<file path="src/rtl/fetch_pkg.sv">
// Shared definitions for the instruction-fetch PC unit with the interrupt
// return stack: pc_sel encodings, default sizes and the return-stack entry.
package fetch_pkg;

  // pc_sel encodings
  localparam logic [1:0] PCSEL_RESET = 2'b00;
  localparam logic [1:0] PCSEL_EXC   = 2'b01;
  localparam logic [1:0] PCSEL_SEQ   = 2'b10;
  localparam logic [1:0] PCSEL_BR    = 2'b11;

  // Default configuration of the fetch unit
  localparam int ADDR_W_DEF  = 32;
  localparam int NUM_IRQ_DEF = 4;
  localparam int LEVEL_W_DEF = $clog2(NUM_IRQ_DEF + 1);

  // Priority level meaning "no interrupt in service" (one past the lowest line)
  localparam int IDLE_LEVEL  = NUM_IRQ_DEF;

  // Return-stack entry for the default configuration
  typedef struct packed {
    logic [ADDR_W_DEF-1:0]  pc;
    logic [LEVEL_W_DEF-1:0] level;
  } stack_entry_t;

endpackage

</file>
<file path="src/rtl/epc_stack_chk.sv">
// Simulation checker for epc_stack: flags a push and a pop in the same cycle.
module epc_stack_chk (
  input logic clk,
  input logic reset,
  input logic push,
  input logic pop
);

  // A simultaneous push and pop has no defined ordering in the stack
  always @(posedge clk) begin
    if (!reset) begin
      assert (!(push && pop))
        else $error("epc_stack: push and pop asserted in the same cycle");
    end
  end

endmodule

</file>
<file path="src/rtl/fetch_irq_stack_epc_stack.sv">
// epc_stack: parametrised LIFO of interrupt return entries (PC + level).
// Push when full and pop when empty are ignored; push and pop together are
// illegal and caught by epc_stack_chk.
module epc_stack import fetch_pkg::*; #(
  parameter int  DEPTH   = 4,
  parameter type entry_t = stack_entry_t
) (
  input  logic                   clk,
  input  logic                   reset,
  input  logic                   push,
  input  logic                   pop,
  input  entry_t                 din,
  output entry_t                 top,
  output logic [$clog2(DEPTH):0] count,
  output logic                   full,
  output logic                   empty
);

  localparam int IDX_W = $clog2(DEPTH);

  entry_t           mem_r [DEPTH];
  logic [IDX_W:0]   count_r;
  logic [IDX_W-1:0] top_idx_s;
  logic             full_s;
  logic             empty_s;

  assign full_s    = (count_r == (IDX_W+1)'(DEPTH));
  assign empty_s   = (count_r == (IDX_W+1)'(0));
  assign top_idx_s = count_r[IDX_W-1:0] - IDX_W'(1);

  // Occupancy counter
  always_ff @(posedge clk) begin
    if (reset) begin
      count_r <= (IDX_W+1)'(0);
    end else if (push && !full_s) begin
      count_r <= count_r + (IDX_W+1)'(1);
    end else if (pop && !empty_s) begin
      count_r <= count_r - (IDX_W+1)'(1);
    end else begin
      count_r <= count_r;
    end
  end

  // Entry storage; contents are only meaningful below count_r, so no reset
  always_ff @(posedge clk) begin
    if (push && !full_s) begin
      mem_r[count_r[IDX_W-1:0]] <= din;
    end
  end

  assign top   = mem_r[top_idx_s];
  assign count = count_r;
  assign full  = full_s;
  assign empty = empty_s;

  epc_stack_chk u_chk (
    .clk   (clk),
    .reset (reset),
    .push  (push),
    .pop   (pop)
  );

endmodule

</file>
<file path="src/rtl/fetch_irq_stack.sv">
// fetch_irq_stack: instruction-fetch PC unit with vectored, prioritised,
// nestable interrupts. Return PCs and preempted priority levels live on a
// LIFO (epc_stack). Optional build macro IRQ_TAIL_CHAIN_EN: an rti that finds
// a candidate above the level being restored jumps straight to the new vector
// instead of returning first.
module fetch_irq_stack import fetch_pkg::*; #(
  parameter int          ADDR_W            = ADDR_W_DEF,
  parameter int          NUM_IRQ           = NUM_IRQ_DEF,
  parameter int          STACK_DEPTH       = 4,
  parameter int          PC_INC            = 1,
  parameter int unsigned RESET_ADDRESS     = 32'h0,
  parameter int unsigned EXCEPTION_ADDRESS = 32'h100,
  parameter int unsigned VECTOR_BASE       = 32'h100,
  parameter int unsigned VECTOR_STRIDE     = 32'h10
) (
  input  logic                         clk,
  input  logic                         reset,
  input  logic                         stall,
  input  logic [1:0]                   pc_sel,
  input  logic [ADDR_W-1:0]            pc_branch,
  input  logic [NUM_IRQ-1:0]           irq,
  input  logic [NUM_IRQ-1:0]           irq_mask,
  input  logic                         rti,
  output logic [ADDR_W-1:0]            pc,
  output logic [ADDR_W-1:0]            pc_plus_inc,
  output logic                         irq_taken,
  output logic [$clog2(NUM_IRQ)-1:0]   irq_id,
  output logic [$clog2(STACK_DEPTH):0] nest_level,
  output logic                         rti_underflow
);

  localparam int ID_W  = $clog2(NUM_IRQ);
  localparam int LVL_W = $clog2(NUM_IRQ + 1);
  localparam int CNT_W = $clog2(STACK_DEPTH) + 1;
  localparam logic [LVL_W-1:0] IDLE_LVL = LVL_W'(NUM_IRQ);

  typedef struct packed {
    logic [ADDR_W-1:0] pc;
    logic [LVL_W-1:0]  level;
  } entry_t;

  logic [ADDR_W-1:0]  pc_r, pc_next_s, seq_next_s, pc_inc_s, vector_s;
  logic [NUM_IRQ-1:0] pending_r, pend_all_s, pending_next_s, clear_s;
  logic [LVL_W-1:0]   cur_level_r;
  logic [ID_W-1:0]    irq_id_r, cand_id_s;
  logic               cand_valid_s, cand_lt_s, accept_s, tail_s;
  logic               rti_act_s, pop_s;
  logic               irq_taken_r, rti_underflow_r;
  logic               full_s, empty_s;
  logic [CNT_W-1:0]   count_s;
  entry_t             push_data_s, top_s;

  assign pc_inc_s = pc_r + ADDR_W'(PC_INC);

  // Non-interrupt next PC chosen by pc_sel
  always_comb begin
    seq_next_s = pc_inc_s;
    case (pc_sel)
      PCSEL_RESET: seq_next_s = ADDR_W'(RESET_ADDRESS);
      PCSEL_EXC:   seq_next_s = ADDR_W'(EXCEPTION_ADDRESS);
      PCSEL_SEQ:   seq_next_s = pc_inc_s;
      PCSEL_BR:    seq_next_s = pc_branch;
      default:     seq_next_s = pc_inc_s;
    endcase
  end

  // Highest-priority unmasked pending line; this cycle's irq counts immediately
  always_comb begin
    pend_all_s   = pending_r | irq;
    cand_valid_s = 1'b0;
    cand_id_s    = ID_W'(0);
    for (int i = NUM_IRQ - 1; i >= 0; i--) begin
      if (pend_all_s[i] && !irq_mask[i]) begin
        cand_valid_s = 1'b1;
        cand_id_s    = ID_W'(i);
      end else begin
        cand_valid_s = cand_valid_s;
      end
    end
  end

  // Accept, return and tail-chain decisions, pending update and next PC
  always_comb begin
    rti_act_s = !stall && rti;
    cand_lt_s = cand_valid_s && (LVL_W'(cand_id_s) < cur_level_r);
    accept_s  = !stall && !rti && cand_lt_s && !full_s;
`ifdef IRQ_TAIL_CHAIN_EN
    // Chaining keeps the top entry as is: its return PC and level are exactly
    // what a later rti must restore, so nest_level does not change.
    tail_s    = rti_act_s && !empty_s && cand_valid_s &&
                (LVL_W'(cand_id_s) < top_s.level);
`else
    tail_s    = 1'b0;
`endif
    pop_s     = rti_act_s && !empty_s && !tail_s;
    vector_s  = ADDR_W'(VECTOR_BASE) + ADDR_W'(cand_id_s) * ADDR_W'(VECTOR_STRIDE);
    clear_s   = '0;
    if (accept_s || tail_s) begin
      clear_s[cand_id_s] = 1'b1;
    end else begin
      clear_s = '0;
    end
    // A line still requesting in its accept cycle latches again
    pending_next_s = (pend_all_s & ~clear_s) | irq;
    push_data_s    = '{pc: seq_next_s, level: cur_level_r};
    if (stall) begin
      pc_next_s = pc_r;
    end else if (accept_s || tail_s) begin
      pc_next_s = vector_s;
    end else if (pop_s) begin
      pc_next_s = top_s.pc;
    end else begin
      pc_next_s = seq_next_s;
    end
  end

  // PC, pending latch, current level and status registers
  always_ff @(posedge clk) begin
    if (reset) begin
      pc_r            <= ADDR_W'(RESET_ADDRESS);
      pending_r       <= '0;
      cur_level_r     <= IDLE_LVL;
      irq_id_r        <= ID_W'(0);
      irq_taken_r     <= 1'b0;
      rti_underflow_r <= 1'b0;
    end else begin
      pc_r        <= pc_next_s;
      pending_r   <= pending_next_s;
      irq_taken_r <= accept_s || tail_s;
      if (accept_s || tail_s) begin
        cur_level_r <= LVL_W'(cand_id_s);
        irq_id_r    <= cand_id_s;
      end else if (pop_s) begin
        cur_level_r <= top_s.level;
      end else begin
        cur_level_r <= cur_level_r;
      end
      if (rti_act_s && empty_s) begin
        rti_underflow_r <= 1'b1;
      end else begin
        rti_underflow_r <= rti_underflow_r;
      end
    end
  end

  epc_stack #(
    .DEPTH   (STACK_DEPTH),
    .entry_t (entry_t)
  ) u_stack (
    .clk   (clk),
    .reset (reset),
    .push  (accept_s),
    .pop   (pop_s),
    .din   (push_data_s),
    .top   (top_s),
    .count (count_s),
    .full  (full_s),
    .empty (empty_s)
  );

  assign pc            = pc_r;
  assign pc_plus_inc   = pc_inc_s;
  assign irq_taken     = irq_taken_r;
  assign irq_id        = irq_id_r;
  assign nest_level    = count_s;
  assign rti_underflow = rti_underflow_r;

endmodule

</file>
<file path="config.mk">
export PLATFORM = sky130hd
export DESIGN_NAME = fetch_irq_stack
export DESIGN_NICKNAME = d
export VERILOG_FILES = /design/src/rtl/fetch_pkg.sv /design/src/rtl/epc_stack_chk.sv /design/src/rtl/fetch_irq_stack_epc_stack.sv /design/src/rtl/fetch_irq_stack.sv
export SDC_FILE = /design/constraint.sdc
export NUM_CORES = 1
export LEC_CHECK = 0
export BUFFER_PORTS_ARGS = -buffer_cell sky130_fd_sc_hd__buf_2
export CAP_MARGIN = 0
export CORE_ASPECT_RATIO = 0.75
export CORE_MARGIN = 5
export CORE_UTILIZATION = 60
export DETAILED_ROUTE_END_ITERATION = 8
export HOLD_SLACK_MARGIN = 0.03
export PLACE_DENSITY_LB_ADDON = 0.25
export SLEW_MARGIN = 20
export SYNTH_ARGS = -nofsm -noshare
export SYNTH_HDL_FRONTEND = slang
export SYNTH_SLANG_ARGS = --single-unit
</file>
<file path="constraint.sdc">
create_clock -name clk -period 7.75 [get_ports clk]
set_input_delay 0.775 -clock clk [delete_from_list [all_inputs] [get_ports clk]]
set_output_delay 0.775 -clock clk [all_outputs]
set_load 0.02 [all_outputs]
</file>
# [Word-level counts from Yosys, hierarchy flattened]
# Memory sizes are Yosys's and may differ from the RTL's.
# Cells that the tools add are included.
[word_totals] ff_bits=46 ram_bits=140 in_bits=46 out_inout_bits=71 elab_cells=70 mem_count=1
[classes] add_sub_neg=5 n_lt_le_gt_ge=3 eq_ne=4 muxes=20 n_bitwise=4 n_reduce_logical=26
[memory_table] memory="u_stack.mem_r" depth=4 width=35 read_ports=1 rd_clocked_by_memory_dff=0 wr=1 line="fetch_irq_stack_epc_stack.sv:21" rtl="entry_t mem_r [DEPTH];"
[op_table] operator="32-bit one-hot mux with 4 select lines" n=1
[op_table] operator="32-bit 2-to-1 mux" n=2
[op_table] operator="32-bit by 1-bit adder with 32-bit output, second input constant" n=1
[op_table] operator="1-bit logical AND" n=14
[op_table] operator="3-bit 2-to-1 mux" n=4
[op_table] operator="9-bit by 6-bit adder with 10-bit output, first input constant" n=1
[op_table] operator="1-bit logical NOT" n=8
[op_table] operator="2-bit 2-to-1 mux" n=4
[op_table] operator="4-bit bitwise OR" n=2
[op_table] operator="1-bit 2-to-1 mux" n=7
[op_table] operator="4-bit bitwise AND" n=1
[op_table] operator="2-bit equality test, second input constant" n=2
[op_table] operator="4-bit 2-to-1 mux" n=1
[op_table] operator="4-bit NOT" n=1
[op_table] operator="2-bit nonzero test" n=2
[op_table] operator="3-bit by 1-bit adder with 3-bit output, second input constant" n=1
[op_table] operator="3-bit equality test, second input constant" n=1
[op_table] operator="3-bit logical NOT" n=1
[op_table] operator="2-bit by 3-bit < comparator with 1-bit output" n=1
[op_table] operator="2-bit by 3-bit < comparator with 1-bit output, second input constant" n=1
[op_table] operator="3-bit by 1-bit subtractor with 3-bit output, second input constant" n=1
[op_table] operator="1-bit demux with 2-bit select" n=1
[op_table] operator="2-bit by 1-bit equality test with 1-bit output, second input constant" n=1
[op_table] operator="2-bit by 1-bit greater-or-equal comparator with 1-bit output, second input constant" n=1
[op_table] operator="2 further kinds" n=2

# [Depth between registers and ports, before layout]
# Gate-level depths: netlist (run 1).
[logic_depth] ltp_word=14 ltp_mapped=15 depth_no_buf=13

# [Modules after synthesis]
# Synthesis (run 1) repeated with hierarchy kept, for this count alone.
[hier_totals] cells_unflattened=629 hier_area_um2=8538.2
[modules_own_cells] mod="epc_stack" instances=1 cells_each=227 area_each_um2=5398.9 seq_area_each_um2=4264.1
[modules_own_cells] mod="fetch_irq_stack" instances=1 cells_each=402 area_each_um2=3139.3 seq_area_each_um2=860.8

# [Worst setup path before layout (run 1)]
# Ideal clock, no wire load.
[synth_path] path_kind="register to register" from="register u_stack.count_r[0], in the netlist u_stack.count[0]" to="memory u_stack.mem_r[0][0] (netlist bit), enable pin" t_arrival_ns=3.706 path_slack_ns=3.648 path_stages_with_launch=12 path_buffers=4 cell_sequence="dfxtp_1 > buf_2 > buf_2 > buf_2 > inv_1 > ha_1 > a211oi_1 > o221ai_2 > or2_1 > inv_2 > buf_2 > and2_1"
[synth_via] elab_chain_len=6
[synth_rtl] element="start: declaration" line="fetch_irq_stack_epc_stack.sv:22" rtl="logic [IDX_W:0] count_r;"
[synth_rtl] element="start signal: assignment" line="fetch_irq_stack_epc_stack.sv:34" rtl="count_r <= (IDX_W+1)'(0);"
[synth_rtl] element="start signal: assignment" line="fetch_irq_stack_epc_stack.sv:36" rtl="count_r <= count_r + (IDX_W+1)'(1);"
[synth_rtl] element="start signal: assignment" line="fetch_irq_stack_epc_stack.sv:38" rtl="count_r <= count_r - (IDX_W+1)'(1);"
[synth_rtl] element="3-bit equality test" line="fetch_irq_stack_epc_stack.sv:27" rtl="assign full_s = (count_r == (IDX_W+1)'(DEPTH));"
[synth_rtl] element="1-bit logical NOT" line="fetch_irq_stack.sv:86" rtl="accept_s = !stall && !rti && cand_lt_s && !full_s;"
[synth_rtl] element="1-bit logical AND" line="fetch_irq_stack.sv:86"
[synth_rtl] element="via accept_s" line="fetch_irq_stack.sv:46" rtl="logic cand_valid_s, cand_lt_s, accept_s, tail_s;"
[synth_rtl] element="1-bit logical AND" line="fetch_irq_stack_epc_stack.sv:46" rtl="if (push && !full_s) begin"
[synth_rtl] element="1-bit 2-to-1 mux" line="fetch_irq_stack_epc_stack.sv:46"
[synth_rtl] element="1-bit 2-to-1 mux (not written as such)" line="fetch_irq_stack_epc_stack.sv:47" rtl="mem_r[count_r[IDX_W-1:0]] <= din;"
[synth_rtl] element="end: declaration" line="fetch_irq_stack_epc_stack.sv:21"
# The timed path passes the listed nets, and every way through them passes these cells.

# [Worst setup path in the final report (run 1)]
[layout_path] from="register pc_r[0], in the netlist pc[0]" to="output pc_plus_inc[30]"
[layout_via] elab_chain_len=1
[layout_rtl] element="start: declaration" line="fetch_irq_stack.sv:42" rtl="logic [ADDR_W-1:0] pc_r, pc_next_s, seq_next_s, pc_inc_s, vector_s;"
[layout_rtl] element="start signal: assignment" line="fetch_irq_stack.sv:120" rtl="pc_r <= ADDR_W'(RESET_ADDRESS);"
[layout_rtl] element="start signal: assignment" line="fetch_irq_stack.sv:127" rtl="pc_r <= pc_next_s;"
[layout_rtl] element="32-bit by 1-bit adder with 32-bit output" line="fetch_irq_stack.sv:53" rtl="assign pc_inc_s = pc_r + ADDR_W'(PC_INC);"
[layout_rtl] element="end: declaration" line="fetch_irq_stack.sv:25" rtl="output logic [ADDR_W-1:0] pc_plus_inc,"
# No other way between the ends.

==> qor.yml, run 1 <==
yosys:
  muxShareOfSynthArea: 0.105
  synth-xor-area-share: 0.0327
  synth-compound-area-share: 0.109
  avgSynthCellArea_um2: 13.8
  syn-cell-area_um2: 8310
  ys_ff_latch: 186
  synth_warnings: 0
  synth_top_family_by_area: "compound AO/OA/AOI/OAI gates"
  synth_nets: 653
  synth_edf_count: 140
  async_flop_share: 0
  synthAdderAreaFrac: 0.0114
  yosys.area.top_type: "edfxtp_1"
  synth_area_leaders: "edfxtp_1 (51%), dfxtp_1 (11%), mux4_2 (9.5%)"
  ys_seq_area_frac: 0.617
  synthCells: 600
  ys.flop_type: "edfxtp_1"
  synth_simple_gate_area_share: 0.0987
  synth_cell_type_count: 62
  synth_top_area_frac: 0.506
clock_network:
  ctsHoldBuffers: 0
  clk_pin_slew_worst_paths_ns: 0.07
  cts_htree_levels: 4
  clock-sinks: 186
  cts-root-buf: "clkbuf_16"
  numCtsBuffers: 17
  clk_latency_ns: 0.44
  cts_resized: 0
  post_cts_buffers: 0
  cts_tree: "yes"
  clk_path_buf_depth: 2
timing:
  max_freq_mhz: 255
  tightest_slew_ns: 1.16
  setup_tns_ns: 0
  post-route-min-period_ns: 3.92
  grt_setup_unrepaired: "no"
  max_slew_margin: 0.227
  slew_violations: 0
  period_share: 0.506
  finClkSkew_ns: 0.0130
  final_hold_viol_count: 0
  finalSetupViolCount: 0
min_path:
  min_path_type: "reg2reg"
worst_setup_path:
  path_cells: "ha_1 -> nand4_1 -> nor4_4 -> nand4_1 -> xnor2_1 -> buf_2"
  cp-end-kind: "output pin"
  slowest_stage: "nor4_4"
  max_stage_delay_ns: 0.75
  cp.required_ns: 6.97
  start_kind: "flip-flop"
  path_max_fanout: 9
  path_common_cell: "nand4_1"
  arrival_ns: 3.15
  critPathKind: "reg2out"
grt:
  overflow: 0
  grt_max_degree: 41
  grt_pass1_wl_mm: 32.4
  track_usage: 0.260
  antenna_found_initial: 0
  grt_pass1_vias: 5693
die:
  core_um2: 13700
  num_io_pins: 117
  dieWidth_um: 146
  die_area_um2: 16300
  die_h_um: 112
  placementRows: 37
  start_util: 0.608
routing:
  drtAntennaViolNets: 0
  vias_per_cell: 6.43
  vias: 5747
  drt-total-wl_mm: 20.9
  first_pass_iters: 5
  wl_per_cell_um: 23.3
  drc: 0
  drt_iter0_drc: 673
pwr:
  p_per_area_nw_per_um2: 267
  leakage_uw: 0.00361
  irDropWorstVdd_v: 0.000195
layout:
  nets: 759
  diodes: 0
  layoutNonFillerInstCount: 894
  area_growth_pct: 15.6
  drive_gt1_frac: 0.306
outcome:
  status: "complete, no violations"
placed_design:
  place_congestion: 0.846
  dp_hpwl_mm: 13.5
  place_inst: 862
  port_buffers: 116
run:
  maxCapViolCount: 0
## state kept, by name (all words and copies together) (netlist names)
signal,count
irq_id,2
irq_taken,1
pending_r,4
cur_level_r,3
u_stack.mem_r,140
pc,32
rti_underflow,1
u_stack.count,3
## cell families after synthesis
kind of cell / after synthesis
DFF: 186
and+or+nand+nor: 159
AOI/OAI and AO/OA: 121
buffers and inverters: 53
muxes: 43
xor gates and xnor gates: 31
adders and majority gates: 7
## power by group
group	leakage (µW)	internal [µW]	total (µW)	switching, µW
logic	0.00166	220	522	302
registers	0.00167	1140	1200	51.2
clock network	0.000280	433	849	416
total	0.00361	1800	2570	770
## path summary, 6_finish.rpt
| path | start | endpoint | slack (ns) | cells past startpoint |
|---|---|---|---|---|
| setup / recovery | pc[0] | pc_plus_inc[30] | 3.83 | 6 |
| hold / removal | rti_underflow | rti_underflow | 0.47 | 2 |
| setup reg to reg | u_stack.count[0] | u_stack.mem_r[2][15] | 4.01 | 9 |
| hold reg to reg | rti_underflow | rti_underflow | 0.47 | 2 |
## Yosys cell counts (all sizes together) (8+ instances only)
master / count
dfxtp: 46
nor3: 11
nand3: 19
mux4: 35
a21oi: 18
inv: 15
xnor2: 26
mux2i: 8
nor2: 49
o31ai: 10
clkbuf: 21
a21o: 9
a22oi: 12
o21ai: 20
a22o: 9
buf: 17
edfxtp: 140
nand2: 31
nand4: 13
## area by class of cell
cell class,count,area (µm²)
Clock inverter,14,155
Fill cell,910,4050
Sequential cell,186,5130
Timing Repair Buffer,125,648
Tap cell,175,219
Multi-Input combinational cell,361,2970
Clock buffer,18,429
Inverter,15,56.3
## worst max-delay path, delay by kind of cell (launching register included)
kind | cells | cell delay, ns
xor+xnor | 1 | 0.33
fa+ha+maj | 1 | 0.38
buf+inv | 1 | 0.23
flops | 1 | 0.53
simple gates | 3 | 1.25
## layout by cell type, fill, tap and decap left out, types with 7 or more instances in the layout
cell type,n
a22oi_1,12
xnor2_1,26
o31ai_1,10
mux2i_1,8
buf_2,116
nand4_1,11
clkbuf_16,17
dfxtp_1,45
edfxtp_1,140
a22o_1,9
mux4_2,35
nor3_1,11
nand2_1,31
a21o_1,9
nor2_1,48
inv_1,14
a21oi_1,18
o21ba_2,7
nand3_1,19
buf_4,9
o21ai_0,19
## layer usage
metal / vias up / wire [µm] / track usage
li1: 2525 / - / -
met1: 2872 / 8570 / 0.370
met2: 313 / 9960 / 0.403
met3: 37 / 1930 / 0.0647
met4: 0 / 408 / 0.0721
met5: - / 0 / 0
## stage by stage
step	util	power (µW)	hold WS [ns]	cell area, µm²	setup slack [ns]
floorplan	-	1590	0.454	8310	3.65
detailed placement	0.660	1740	0.459	9020	3.78
global route	0.703	2670	0.514	9600	3.69
CTS	0.703	2580	0.479	9600	3.95
global placement	0.660	1720	0.448	9020	3.91
finish	0.703	2570	0.474	9600	3.83
Note: power is estimated with default switching activity, not from simulation.
==> inputs of run 2 (changes only) <==
--- a/config.mk
+++ b/config.mk
@@ -5,11 +5,12 @@
 export SDC_FILE = /design/constraint.sdc
 export NUM_CORES = 1
 export LEC_CHECK = 0
+export ABC_AREA = 1
 export BUFFER_PORTS_ARGS = -buffer_cell sky130_fd_sc_hd__buf_2
 export CAP_MARGIN = 0
 export CORE_ASPECT_RATIO = 0.75
 export CORE_MARGIN = 5
-export CORE_UTILIZATION = 60
+export CORE_UTILIZATION = 58
 export DETAILED_ROUTE_END_ITERATION = 8
 export HOLD_SLACK_MARGIN = 0.03
 export PLACE_DENSITY_LB_ADDON = 0.25
==> constraint.sdc (replaced) <==
create_clock -name clk -period 3.7 [get_ports clk]
set_input_delay 0.37 -clock clk [delete_from_list [all_inputs] [get_ports clk]]
set_output_delay 0.37 -clock clk [all_outputs]
set_load 0.02 [all_outputs]
==> qor.yml, run 2 <==
grt:
  grt_max_degree: 76  # +85%
  overflow: 0  # unchanged
  antenna_found_initial: 0  # unchanged
  grt_pass1_vias: 7188  # +26%
  grt_pass1_wl_mm: 38.6  # +19%
  track_usage: 0.274  # +0.0142
layout:
  mostFrequentLayoutCell: "nand2_1"
  largest_reg_flops: 140  # unchanged
  drive_gt1_frac: 0.173  # -0.133
  diodes: 0  # unchanged
  fin_util: 0.680  # -0.0228
  final_area_um2: 10400  # +8.2%
  area_growth_pct: 15.0
  final_cell_mix: "nand2_1 (262), nor2_1 (169), edfxtp_1 (140)"
  nets: 1181  # +56%
routing:
  drt_iter0_drc: 824  # +22%
  first_pass_iters: 6  # +1
  vias_per_cell: 5.68  # -12%
  drt-total-wl_mm: 25.1  # +20%
  drtAntennaViolNets: 0  # unchanged
  vias: 7650  # +33%
  wl_per_cell_um: 18.7  # -20%
  drc: 0  # unchanged
worst_setup_path:
  ff2ff_setup_slack_ns: 0.97  # -3.04 ns
  cp.required_ns: 3.76  # -3.21 ns
  crit_end: "u_stack.mem_r[3][33]"
  arrival_ns: 2.80  # -0.35 ns
  cp-end-kind: "flip-flop"
  crit_path_start: "pending_r[3]"
  path_max_fanout: 35  # +26
  worst-r2r-cell-count: 11  # +2
  rr_endpoint: "u_stack.mem_r[3][33]"
  critPathKind: "reg2reg"
  worstReg2RegStart: "pending_r[3]"
  start_kind: "flip-flop"
die:
  start_util: 0.591  # -0.0168
  die_h_um: 118  # +5.5%
  die_area_um2: 18200  # +11%
  num_io_pins: 117  # unchanged
  dieWidth_um: 154  # +5.6%
  core_um2: 15300  # +12%
  placementRows: 39  # +5.4%
yosys:
  yosys.area.top_type: "edfxtp_1"
  synthCells: 1023  # +71%
  avgSynthCellArea_um2: 8.83  # -36%
  synth_top_area_frac: 0.465  # -0.0407
  synth_area_leaders: "edfxtp_1 (47%), nand2_1 (11%), dfxtp_1 (10%)"
  syn-cell-area_um2: 9030  # +8.8%
  ys.flop_type: "edfxtp_1"
  synth_warnings: 0  # unchanged
  ys_seq_area_frac: 0.567  # -0.0496
  synth_nets: 1076  # +65%
  yosysMostFrequentCell: "nand2_1"
  async_flop_share: 0  # unchanged
  synth_cell_type_count: 46  # -26%
  synth_edf_count: 140  # unchanged
  yosys-top-cells-count: "nand2_1 (262), nor2_1 (174), edfxtp_1 (140), inv_1 (70), nand3_1 (68)"
  ys_ff_latch: 186  # unchanged
pwr:
  fin_total_pwr_uw: 5170  # +100%
  irDropWorstVdd_v: 0.000356  # +83%
  leakage_uw: 0.00436  # +21%
  p_per_area_nw_per_um2: 498  # +86%
run:
  maxCapViolCount: 0  # unchanged
clock_network:
  cts_resized: 0  # unchanged
  clk_path_buf_depth: 2  # unchanged
  cts-root-buf: "clkbuf_16"
  clk_latency_ns: 0.43  # about the same
  post_cts_buffers: 0  # unchanged
  cts_htree_levels: 4  # unchanged
  clk_pin_slew_worst_paths_ns: 0.06  # about the same
  numCtsBuffers: 17  # unchanged
  clock-sinks: 186  # unchanged
  ctsHoldBuffers: 0  # unchanged
  cts_tree: "yes"
timing:
  post-route-min-period_ns: 2.73
  grt_setup_unrepaired: "no"
  final_hold_viol_count: 0  # unchanged
  period_share: 0.738
  tightest_slew_ns: 0.882  # -0.274 ns
  max_freq_mhz: 366
  finClkSkew_ns: 0.00799  # -0.00505 ns
  setup_tns_ns: 0  # unchanged
  max_slew_margin: 0.412  # +0.185
  slew_violations: 0  # unchanged
  finalSetupViolCount: 0  # unchanged
placed_design:
  place_area_um2: 9830  # +9.0%
  port_buffers: 116  # unchanged
  place_congestion: 0.928  # +9.8%
  dp_hpwl_mm: 16.3  # +21%
min_path:
  min_path_type: "in2reg"
outcome:
  status: "complete, no violations"
## run 2: where the power goes
part           switching, µW  leakage [µW]  internal, µW  total (µW)
Combinational            697       0.00242           298         996
Clock                    752      0.000272           988        1740
Sequential              80.9       0.00167          2360        2440
Total                   1530       0.00436          3640        5170
## run 2: how the worst min path moves through the flow
| stage | from | endpoint | slack, ns | cells past startpoint |
|---|---|---|---|---|
| finish | irq[2] | pending_r[2] | 0.22 | 3 |
| global route | irq[2] | pending_r[2] | 0.21 | 3 |
| CTS | irq[2] | pending_r[2] | 0.21 | 3 |
| detailed placement | irq_id[1] | irq_id[1] | 0.46 | 2 |
| global placement | rti_underflow | rti_underflow | 0.45 | 2 |
| floorplan | cur_level_r[1] | u_stack.mem_r[0][1] | 0.48 | 0 |
## run 2: final cells by class
cell class / count / area [µm²]
Fill cell: 1213 / 4880
Multi-Input combinational cell: 720 / 3460
Inverter: 70 / 263
Clock inverter: 13 / 129
Sequential cell: 186 / 5130
Tap cell: 205 / 256
Clock buffer: 19 / 433
Timing Repair Buffer: 133 / 721
## run 2: worst max-delay path: stages (launching register included)
cell	delay, ns
dfxtp_1	0.32
nor2_1	0.05
o21ai_0	0.21
nand2_1	0.08
nor2_1	0.18
ha_1	0.27
inv_1	0.05
nor2_1	0.03
nand2_1	0.11
nand3_2	0.35
nor2_4	0.18
buf_4	0.52
## run 2: metal layers
| layer | vias to the layer above | wire length (µm) | GRT usage |
|---|---|---|---|
| met5 | - | 0 | 0 |
| met4 | 0 | 517 | 0.0976 |
| met3 | 41 | 2620 | 0.0650 |
| met2 | 420 | 11500 | 0.431 |
| met1 | 3537 | 10500 | 0.372 |
| li1 | 3652 | - | - |
## run 2: through the flow
stage | std cells | hold WS (ns) | setup slack [ns]
finish | 1346 | 0.225 | 0.968
global route | 1346 | 0.211 | 0.736
CTS | 1346 | 0.210 | 0.978
detailed placement | 1314 | 0.458 | 0.807
global placement | 1314 | 0.452 | 0.886
floorplan | 1023 | 0.482 | -0.204
## run 2: cells by family (layout without fill, tap and decap cells)
group,after synthesis,after routing,share of synthesized area
fa+ha+maj,7,7,0.0105
simple gates,550,550,0.253
xor+xnor,7,7,0.00679
mux,6,6,0.00665
compound gates,150,150,0.102
flops,186,186,0.567
buf+inv,117,235,0.0529
==> inputs of run 3 (changes only) <==
--- a/config.mk
+++ b/config.mk
@@ -5,12 +5,12 @@
 export SDC_FILE = /design/constraint.sdc
 export NUM_CORES = 1
 export LEC_CHECK = 0
-export ABC_AREA = 1
+export ABC_AREA = 0
 export BUFFER_PORTS_ARGS = -buffer_cell sky130_fd_sc_hd__buf_2
 export CAP_MARGIN = 0
 export CORE_ASPECT_RATIO = 0.75
 export CORE_MARGIN = 5
-export CORE_UTILIZATION = 58
+export CORE_UTILIZATION = 52
 export DETAILED_ROUTE_END_ITERATION = 8
 export HOLD_SLACK_MARGIN = 0.03
 export PLACE_DENSITY_LB_ADDON = 0.25
==> constraint.sdc (replaced) <==
create_clock -name clk -period 2.45 [get_ports clk]
set_input_delay 0.245 -clock clk [delete_from_list [all_inputs] [get_ports clk]]
set_output_delay 0.245 -clock clk [all_outputs]
set_load 0.02 [all_outputs]
==> qor.yml, run 3 (synthesis gave the netlist of run 1 again) <==
outcome:
  violations: "setup timing"
  status: "finished, violations left"
grt:
  overflow: 0  # unchanged
  antenna_found_initial: 0  # unchanged
  grt_pass1_wl_mm: 36.6  # -5.2%
  track_usage: 0.263  # -0.0111
  grt_pass1_vias: 6205  # -14%
  grt_max_degree: 40  # -47%
timing:
  slew_violations: 0  # unchanged
  finClkSkew_ns: 0.0110  # +0.00306 ns
  setup_slack_ns: -0.0159  # -0.984 ns
  setup_tns_ns: -0.0337  # -0.0337 ns
  grt_setup_unrepaired: "yes"
  max_freq_mhz: 406
  period_share: 1.01
  max_slew_margin: 0.685  # +0.273
  post-route-min-period_ns: 2.47
  final_hold_viol_count: 0  # unchanged
  finalSetupViolCount: 3  # +3
  holdWs_ns: 0.0730  # -0.152 ns
  tightest_slew_ns: 0.468  # -0.414 ns
worst_setup_path:
  cp-end-kind: "output pin"
  arrival_ns: 2.22  # -0.58 ns
  cp.required_ns: 2.20  # -1.56 ns
  critPathKind: "reg2out"
  start_kind: "flip-flop"
  worst-r2r-cell-count: 11  # unchanged
  path_max_fanout: 5  # -86%
layout:
  drive_gt1_frac: 0.450  # +0.277
  fin_util: 0.688  # +0.00767
  diodes: 0  # unchanged
  mostFrequentLayoutCell: "edfxtp_1"
  largest_reg_flops: 140  # unchanged
  final_cell_mix: "edfxtp_1 (140), buf_2 (104), buf_4 (85)"
  nets: 849  # -28%
  area_growth_pct: 31.4
clock_network:
  clk_pin_slew_worst_paths_ns: 0.07  # about the same
  clock-sinks: 186  # unchanged
  ctsHoldBuffers: 0  # unchanged
  clk_latency_ns: 0.44  # about the same
  cts_htree_levels: 4  # unchanged
  numCtsBuffers: 17  # unchanged
  clk_path_buf_depth: 2  # unchanged
  cts_tree: "yes"
  cts-root-buf: "clkbuf_16"
die:
  start_util: 0.524  # -0.0679
  die_area_um2: 18600  # +2.4%
  placementRows: 40  # +2.6%
  dieWidth_um: 156  # +1.2%
  die_h_um: 119  # +1.2%
  core_um2: 15900  # +3.9%
  num_io_pins: 117  # unchanged
routing:
  first_pass_iters: 5  # -1
  routed.top_layer: "met4"
  dr_wl_met2_mm: 11.7  # +1.4%
  vias: 6278  # -18%
  wl_met1_mm: 9.93  # -5.3%
  drt-total-wl_mm: 24.6  # -2.4%
  route.met3.wl_mm: 2.41  # -7.9%
  drc: 0  # unchanged
  drt_iter0_drc: 671  # -19%
  vias_per_cell: 6.16  # +8.4%
  drtAntennaViolNets: 0  # unchanged
  wl_per_cell_um: 24.1  # +29%
pwr:
  p_per_area_nw_per_um2: 807  # +62%
  power_frac_clock: 0.329  # -0.007
  irDropWorstVdd_v: 0.000506  # +42%
  share_comb_of_total_power: 0.243  # +0.051
  switching_share: 0.278  # -0.0174
  power_frac_seq: 0.428  # -0.043
  p_sw_uw: 2450  # +60%
  leakage_uw: 0.00430  # -1.5%
  p_int_uw: 6360  # +74%
min_path:
  min_path_cells: 3  # unchanged
  min_path_type: "in2reg"
placed_design:
  place_congestion: 0.879  # -5.3%
  dp_hpwl_mm: 16.5  # +1.4%
  port_buffers: 116  # unchanged
run:
  maxCapViolCount: 0  # unchanged
==> run 3: worst paths after layout <==
kind                 start                   end  slack (ns)
max reg2reg   pending_r[3]  u_stack.mem_r[0][13]        0.02
min reg2reg  rti_underflow         rti_underflow        0.49
min                 irq[0]          pending_r[0]        0.07
max                 pc[21]       pc_plus_inc[28]       -0.02
==> run 3: repair_timing <==
item	in CTS	in global routing
resized for setup	35	48
setup endpoints to repair	181	179
pin swaps	20	20
gates cloned	0	5
buffers inserted	9	7
==> run 3: per-stage QoR <==
step | instance area (µm²) | std cells | power (µW) | setup slack [ns]
after global placement | 9740 | 967 | 5750 | -0.0479
after detailed placement | 9740 | 967 | 5800 | -0.167
after floorplan | 8420 | 600 | 5130 | -0.144
final | 10900 | 1019 | 8810 | -0.0159
after global routing | 10900 | 1019 | 9130 | -0.149
after CTS | 10600 | 1008 | 8710 | -0.0619
==> run 3: cell type report <==
class / instances / area [µm²]
Clock inverter: 12 / 173
Fill cell: 1059 / 4950
Inverter: 15 / 63.8
Timing Repair Buffer: 215 / 1570
Sequential cell: 186 / 5140
Tap cell: 210 / 263
Multi-Input combinational cell: 361 / 3260
Clock buffer: 20 / 447
==> run 3: routing by layer <==
layer / up-vias / global-route usage
met2: 376 / 0.406
met3: 39 / 0.0766
met1: 3154 / 0.367
met4: 0 / 0.0716
li1: 2709 / -
met5: - / 0
==> run 3: critical path: stages, from the launching register on <==
cell and delay, ns:
dfxtp_1 0.45, nand4_1 0.29, nor4_4 0.32, buf_4 0.16, nand2_1 0.07, xnor2_1 0.26
buf_2 0.24
==> run 3: power groups by stage <==
stage	Combinational, µW	Sequential, µW	Clock [µW]
after CTS	2030	3760	2920
final	2140	3770	2890
after global routing	2290	3790	3060
after detailed placement	1980	3820	0
after floorplan	1250	3870	0
after global placement	1940	3810	0
